$ cat config.mk
export PLATFORM = sky130hd
export DESIGN_NAME = alu_issue_seq
export DESIGN_NICKNAME = d
export VERILOG_FILES = /design/src/rtl/alu_issue_seq.sv
export SDC_FILE = /design/constraint.sdc
export NUM_CORES = 1
export LEC_CHECK = 0
export BUFFER_PORTS_ARGS = -buffer_cell sky130_fd_sc_hd__clkbuf_2
export CAP_MARGIN = 20
export CELL_PAD_IN_SITES_DETAIL_PLACEMENT = 1
export CELL_PAD_IN_SITES_GLOBAL_PLACEMENT = 1
export CORE_MARGIN = 8
export CORE_UTILIZATION = 45
export CTS_CLUSTER_SIZE = 25
export DETAILED_ROUTE_END_ITERATION = 8
export PLACE_DENSITY_LB_ADDON = 0.12
export SLEW_MARGIN = 20
export SYNTH_ARGS = -nofsm -noshare
export SYNTH_HDL_FRONTEND = slang
export SYNTH_SLANG_ARGS = --single-unit
$ cat constraint.sdc
create_clock -name clk -period 13.8 [get_ports clk]
set_input_delay 2.76 -clock clk [delete_from_list [all_inputs] [get_ports clk]]
set_output_delay 2.76 -clock clk [all_outputs]
set_load 0.02 [all_outputs]
$ cat src/rtl/alu_issue_seq.sv
// Multi-cycle issue sequencer for an external combinational ALU: accepts a command,
// reads operands from a local register file, captures the ALU result and returns it.
module alu_issue_seq #(
    parameter int unsigned WIDTH = 32,
    parameter int unsigned NREG  = 8
) (
    input  logic                     clk,
    input  logic                     reset,
    input  logic                     wr_en,
    input  logic [$clog2(NREG)-1:0]  wr_addr,
    input  logic [WIDTH-1:0]         wr_data,
    input  logic                     cmd_valid,
    output logic                     cmd_ready,
    input  logic [2:0]               cmd_op,
    input  logic [$clog2(NREG)-1:0]  cmd_rd,
    input  logic [$clog2(NREG)-1:0]  cmd_rs,
    input  logic [$clog2(NREG)-1:0]  cmd_rt,
    input  logic                     cmd_use_imm,
    input  logic [15:0]              cmd_imm,
    output logic [WIDTH-1:0]         alu_a,
    output logic [WIDTH-1:0]         alu_b,
    output logic [2:0]               alu_op,
    input  logic [WIDTH-1:0]         alu_c,
    output logic                     res_valid,
    input  logic                     res_ready,
    output logic [WIDTH-1:0]         res_data,
    output logic [$clog2(NREG)-1:0]  res_rd,
    output logic                     res_err
);

    localparam int unsigned AW = $clog2(NREG);

    typedef enum logic [1:0] {IDLE, EXEC, RESP} state_t;

    state_t            state_q, state_d;
    logic [WIDTH-1:0]  rf_q [NREG];
    logic [WIDTH-1:0]  alu_a_q, alu_b_q;
    logic [2:0]        alu_op_q;
    logic [AW-1:0]     rd_q;
    logic [WIDTH-1:0]  res_data_q;
    logic [AW-1:0]     res_rd_q;
    logic              res_err_q;

    logic [WIDTH-1:0]  opa_d, opb_d;
    logic              accept, op_illegal, wb_en;

    assign cmd_ready  = (state_q == IDLE);
    assign res_valid  = (state_q == RESP);
    assign accept     = cmd_valid && (state_q == IDLE);
    assign op_illegal = alu_op_q[2] & alu_op_q[1];
    assign wb_en      = (state_q == EXEC) && !op_illegal;

    assign alu_a    = alu_a_q;
    assign alu_b    = alu_b_q;
    assign alu_op   = alu_op_q;
    assign res_data = res_data_q;
    assign res_rd   = res_rd_q;
    assign res_err  = res_err_q;

    // Write-first operand read: a same-cycle external write bypasses the array.
    always_comb begin
        opa_d = '0;
        opb_d = '0;
        if (cmd_rs != '0) begin
            opa_d = (wr_en && wr_addr == cmd_rs) ? wr_data : rf_q[cmd_rs];
        end
        if (cmd_use_imm) begin
            opb_d = {{(WIDTH-16){1'b0}}, cmd_imm};
        end else if (cmd_rt != '0) begin
            opb_d = (wr_en && wr_addr == cmd_rt) ? wr_data : rf_q[cmd_rt];
        end
    end

    always_comb begin
        state_d = state_q;
        case (state_q)
            IDLE:    if (cmd_valid) state_d = EXEC;
            EXEC:    state_d = RESP;
            RESP:    if (res_ready) state_d = IDLE;
            default: state_d = IDLE;
        endcase
    end

    always_ff @(posedge clk or posedge reset) begin
        if (reset) begin
            state_q <= IDLE;
        end else begin
            state_q <= state_d;
        end
    end

    always_ff @(posedge clk or posedge reset) begin
        if (reset) begin
            alu_a_q    <= '0;
            alu_b_q    <= '0;
            alu_op_q   <= '0;
            rd_q       <= '0;
            res_data_q <= '0;
            res_rd_q   <= '0;
            res_err_q  <= 1'b0;
        end else begin
            if (accept) begin
                alu_a_q  <= opa_d;
                alu_b_q  <= opb_d;
                alu_op_q <= cmd_op;
                rd_q     <= cmd_rd;
            end
            if (state_q == EXEC) begin
                res_data_q <= op_illegal ? '0 : alu_c;
                res_err_q  <= op_illegal;
                res_rd_q   <= rd_q;
            end
        end
    end

    // Entry 0 is never written; internal writeback takes priority over an external write.
    always_ff @(posedge clk or posedge reset) begin
        if (reset) begin
            for (int unsigned i = 0; i < NREG; i++) begin
                rf_q[i] <= '0;
            end
        end else begin
            for (int unsigned i = 1; i < NREG; i++) begin
                if (wb_en && rd_q == AW'(i)) begin
                    rf_q[i] <= alu_c;
                end else if (wr_en && wr_addr == AW'(i)) begin
                    rf_q[i] <= wr_data;
                end
            end
        end
    end

endmodule

After elaboration in Yosys (flattened, before gate mapping):

Index checks and enable logic that the tools add are counted.

* equal/unequal tests: 20
* muxes and demuxes: 29
* bitwise logic cells: 3
* reductions and logical operators: 30
* $lt $le $gt $ge: 2

Operators by type and width (number)
* $mux 32: 24
* $bmux 32 s3: 2
* $eq 3x3->1 const B: 8
* $logic_and 1x1->1: 18
* $reduce_bool 2->1: 7
* $eq 3x2->1 const B: 4
* $ge 4x4->1 const B: 2
* $not 3->4: 2
* $eq 3x1->1 const B: 2
* $eq 3x3->1: 2
* $pmux 2 s3: 1
* $reduce_bool 3->1: 2
* $mux 2: 2
* $eq 2x1->1 const B: 1
* $eq 2x2->1 const B: 1
* $logic_not 2->1: 1
* $ne 2x1->1 const B: 1
* $ne 2x2->1 const B: 1
* $reduce_and 2->1: 1
* $and 1x1->1: 1
* $logic_not 1->1: 1

* output and inout bits: 105
* input bits: 101
* word-level logic and storage cells: 99
* register bits after elaboration: 332

Depth between registers and ports, before layout:

* word-level depth: 7
* depth in mapped cells: 7
* depth with buffers taken out: 5

Least setup slack after synthesis:

Ideal clock, no wire load.

* kind: input to register
* start: input cmd_rs[1]
* end: register alu_a_q[0], in the netlist alu_a[0]
* setup time: 0.148 ns
* setup slack: 9.587 ns
* path buffers: 4
* required time: 13.652 ns
* data arrival time: 4.065 ns
* cell stages on the path: 7
* cells stage by stage: buf_2 -> buf_2 -> buf_1 -> clkbuf_1 -> nand3_1 -> a21oi_1 -> o221ai_2

* cells in the longest elaborated chain, start to end: 6
* elaborated cells between the ends (all ways): 9
* classes of those cells: eq/ne (1); mux (5); bitwise (1); reduce/logical (2)

Ends and longest elaborated chain
* start, declared: line 16 `input logic [$clog2(NREG)-1:0] cmd_rs,`
* $not 3->4 (implied by the code): line 65 `opa_d = (wr_en && wr_addr == cmd_rs) ? wr_data : rf_q[cmd_rs];`
* $bmux 32 s3: line 65
* $mux 32 (implied by the code) (2 in series): line 65
* $mux 32: line 65
* $mux 32 (*): line 64 `if (cmd_rs != '0) begin`
* end signal, assigned: line 103 `alu_a_q <= opa_d;`
* end, declared: line 37 `logic [WIDTH-1:0] alu_a_q, alu_b_q;`

Every way passes the cells marked *; elsewhere a longest branch is shown, timed or not. The select of a mux whose other input is x is not followed.
A chain may end at the register's enable or synchronous reset.

Worst setup path after layout:

* start: input cmd_rt[2]
* end: register alu_b_q[2], in the netlist alu_b[2]

* cells in the longest elaborated chain, start to end: 7
* elaborated cells between the ends (all ways): 10
* classes of those cells: eq/ne (1); mux (6); bitwise (1); reduce/logical (2)

Ends and longest elaborated chain
* start, declared: line 17 `input logic [$clog2(NREG)-1:0] cmd_rt,`
* $not 3->4 (implied by the code): line 70 `opb_d = (wr_en && wr_addr == cmd_rt) ? wr_data : rf_q[cmd_rt];`
* $bmux 32 s3: line 70
* $mux 32 (implied by the code) (2 in series): line 70
* $mux 32: line 70
* $mux 32 (*): line 69 `end else if (cmd_rt != '0) begin`
* $mux 32 (*): line 67 `if (cmd_use_imm) begin`
* end signal, assigned: line 104 `alu_b_q <= opb_d;`
* end, declared: line 37

Marks and branches as above.

==> flow_summary.toml <==
[sta]
setup_viol = 0
setup-tns-final_ns = 0
finalClockSkew_ns = 0.0170
clock.fmax_ghz = 0.186
relSlewSlack = 0.254
tightest_slew_ns = 1.12
fin_crit_sh = 0.389
hold_viol = 0
rsz0062_at_grt = "false"
drv_slew = 0
finalCriticalPeriod_ns = 5.37
final.setup.worst_slack_ns = 8.43

[route]
vias = 16800
wl_mm = 69.2
routedWlPerCell_um = 25.9
ant_nets = 0
drtIter0Drc = 1125
dr.pass1.iters = 5
drc = 0
via_per_inst = 6.27

[clock_tree]
htree_levels = 2
cts-buffers-inserted = 40
clk_pin_slew_worst_paths_ns = 0.06
clock_sinks = 332
cts_hold_buf = 0
ctsResizeCount = 0
cts_tree = "built"
clock_latency_ns = 0.57
root_buffer = "clkbuf_16"
post_cts_buffers = 0
clock_path_buffers = 3

[floorplanning]
dieArea_mm2 = 0.0472
die_w_um = 217
initial_core_util = 0.457
rows = 73
die_height_um = 217
core_area_mm2 = 0.0398
io_pins = 206

[finish]
ff_latch_area_mm2 = 0.00831
layout_commonest_cell = "dfrtp_1"
area_delta_synth_final_pct = 14.0
utilization = 0.521
multi_input_area_mm2 = 0.00882
n_fill_cell = 4688
most-common-layout-cells = "332 x dfrtp_1, 287 x a21oi_1, 261 x nor2_1"
layout-drive-gt1-share = 0.174
fin_nets = 2222
finalNonFillerCells = 2675

[global_routing]
grt_pass1_wl_mm = 107
grt_pass1_vias = 18100
track_usage = 0.289
grt_max_degree = 81
overflow = 0
grt_antenna_before_repair = 2

[power_and_ir_drop]
swShare = 0.387
power_frac_clock = 0.251
power_leakage_nw = 9.16
powerDensity_mw_per_mm2 = 215
switchingPower_mw = 1.72
peakVddDrop_uv = 122
power_frac_seq = 0.407
p_comb_frac = 0.342
p_int_mw = 2.73

[setup_path]
end_kind = "flip-flop"
worstSetupPathType = "in2reg"
worstReg2RegEnd = "alu_b[2]"
cpMaxStageDelayCell = "nand2b_2"
r2r_start = "state_q[1]"
cp.arrival_ns = 5.82
ff2ff_path_depth = 4
slowest_delay_ns = 0.84
required_ns = 14.25
path_cells = "clkbuf_2 -> buf_4 -> nor3_1 -> nor3_4 -> nand2b_2 -> o221ai_1"
cp-start-kind = "input pin"
cp.buffers_inverters = 2
cp_max_fo = 52
r2r_setup_slack_ns = 10.63
crit_family = "simple AND/OR/NAND/NOR gates"

[place]
dpl.hpwl_mm = 42.0
gp_congestion = 0.841
io_buffers = 205
placedCellCount = 2604
post-place-ws_ns = 7.98

[outcome]
status = "completed"

[hold_path]
worstHoldStart = "res_rd[2]"
min_path_cells = 2
min_path_type = "reg2reg"
hold_path_end = "res_rd[2]"

[logic_synthesis]
async_reset_ff_frac = 1.00
yosys_warnings = 32
synthesis.nets = 2149
netlist_instances = 2048
avgSynthCellArea_um2 = 8.89
synth-main-ff-cell = "dfrtp_1"
yosysSeqAreaShare = 0.456
synth_area_mm2 = 0.0182
synth_edf_count = 0
ys_ff_latch = 332
synth_cell_type_count = 35

[run]
drv_cap = 0
[layout make-up]
type / count / area share
Multi-Input combinational cell: 1436 / 0.425
Sequential cell: 332 / 0.400
Timing Repair Buffer: 244 / 0.0640
Clock buffer: 54 / 0.0571
Tap cell: 525 / 0.0316
Inverter: 67 / 0.0125
Clock inverter: 16 / 0.00934
Antenna cell: 1 / 0.000121
[cells in the mapped netlist, drive strengths merged (16+ instances only)]
| library cell | instances | area share |
|---|---|---|
| o22ai | 112 | 0.038 |
| a22o | 32 | 0.015 |
| dfrtp | 332 | 0.46 |
| o211ai | 32 | 0.013 |
| buf | 57 | 0.015 |
| nor2 | 261 | 0.054 |
| a211oi | 32 | 0.013 |
| o221ai | 48 | 0.033 |
| nand3 | 31 | 0.0085 |
| clkbuf | 156 | 0.034 |
| and3 | 16 | 0.0055 |
| inv | 67 | 0.014 |
| a21oi | 288 | 0.079 |
| o21ai | 129 | 0.035 |
| mux4 | 16 | 0.020 |
| mux2i | 192 | 0.11 |
| nand2 | 209 | 0.043 |
[how the worst max path moves through the flow]
stage / to / startpoint / cells past startpoint
floorplan: alu_a[0] / reset / 1
global placement: alu_b[6] / cmd_rt[2] / 6
detailed placement: alu_b[2] / cmd_rt[2] / 6
CTS: alu_b[2] / cmd_rt[2] / 6
global route: alu_b[2] / cmd_rt[2] / 6
finish: alu_b[2] / cmd_rt[2] / 6
[power by group through the flow]
stage	Clock [mW]	Sequential (mW)	Combinational, mW
after floorplan	0	1.85	0.933
after global placement	0	1.79	1.45
after detailed placement	0	1.81	1.52
after CTS	1.14	1.80	1.53
after global routing	1.17	1.87	1.69
final	1.12	1.81	1.52
[flip-flops by register name (all words and copies together), names as in the netlist]
name and count:
state_q 2, alu_op 3, alu_a 32, alu_b 32
res_rd 3, res_err 1, res_data 32, rd_q 3
rf_q 224
[tightest hold or removal path, stage by stage, from the launching register on]
cell and delay [ns]:
dfrtp_1 0.34, nand2_1 0.05, nand2_1 0.06
[logic make-up after synthesis]
| logic type | share of synthesized area |
|---|---|
| multiplexers | 0.125 |
| AO/OA/AOI/OAI | 0.229 |
| XOR/XNOR | 0.00289 |
| flip-flops | 0.456 |
| buffers and inverters | 0.0633 |
| AND/OR/NAND/NOR | 0.124 |
[layer usage]
layer,track usage,part of all wire
met2,0.477,0.48
met5,0,0
met4,0.111,0.033
met3,0.0542,0.064
met1,0.374,0.43
[through the flow]
stage / area, µm² / total power, mW / hold slack [ns]
6_report: 20800 / 4.45 / 0.484
4_1_cts: 20800 / 4.47 / 0.489
5_1_grt: 20800 / 4.72 / 0.518
2_1_floorplan: 18200 / 2.78 / 0.506
3_3_place_gp: 19400 / 3.24 / 0.464
3_5_place_dp: 19400 / 3.33 / 0.467
(Power assumes the default switching activity.)
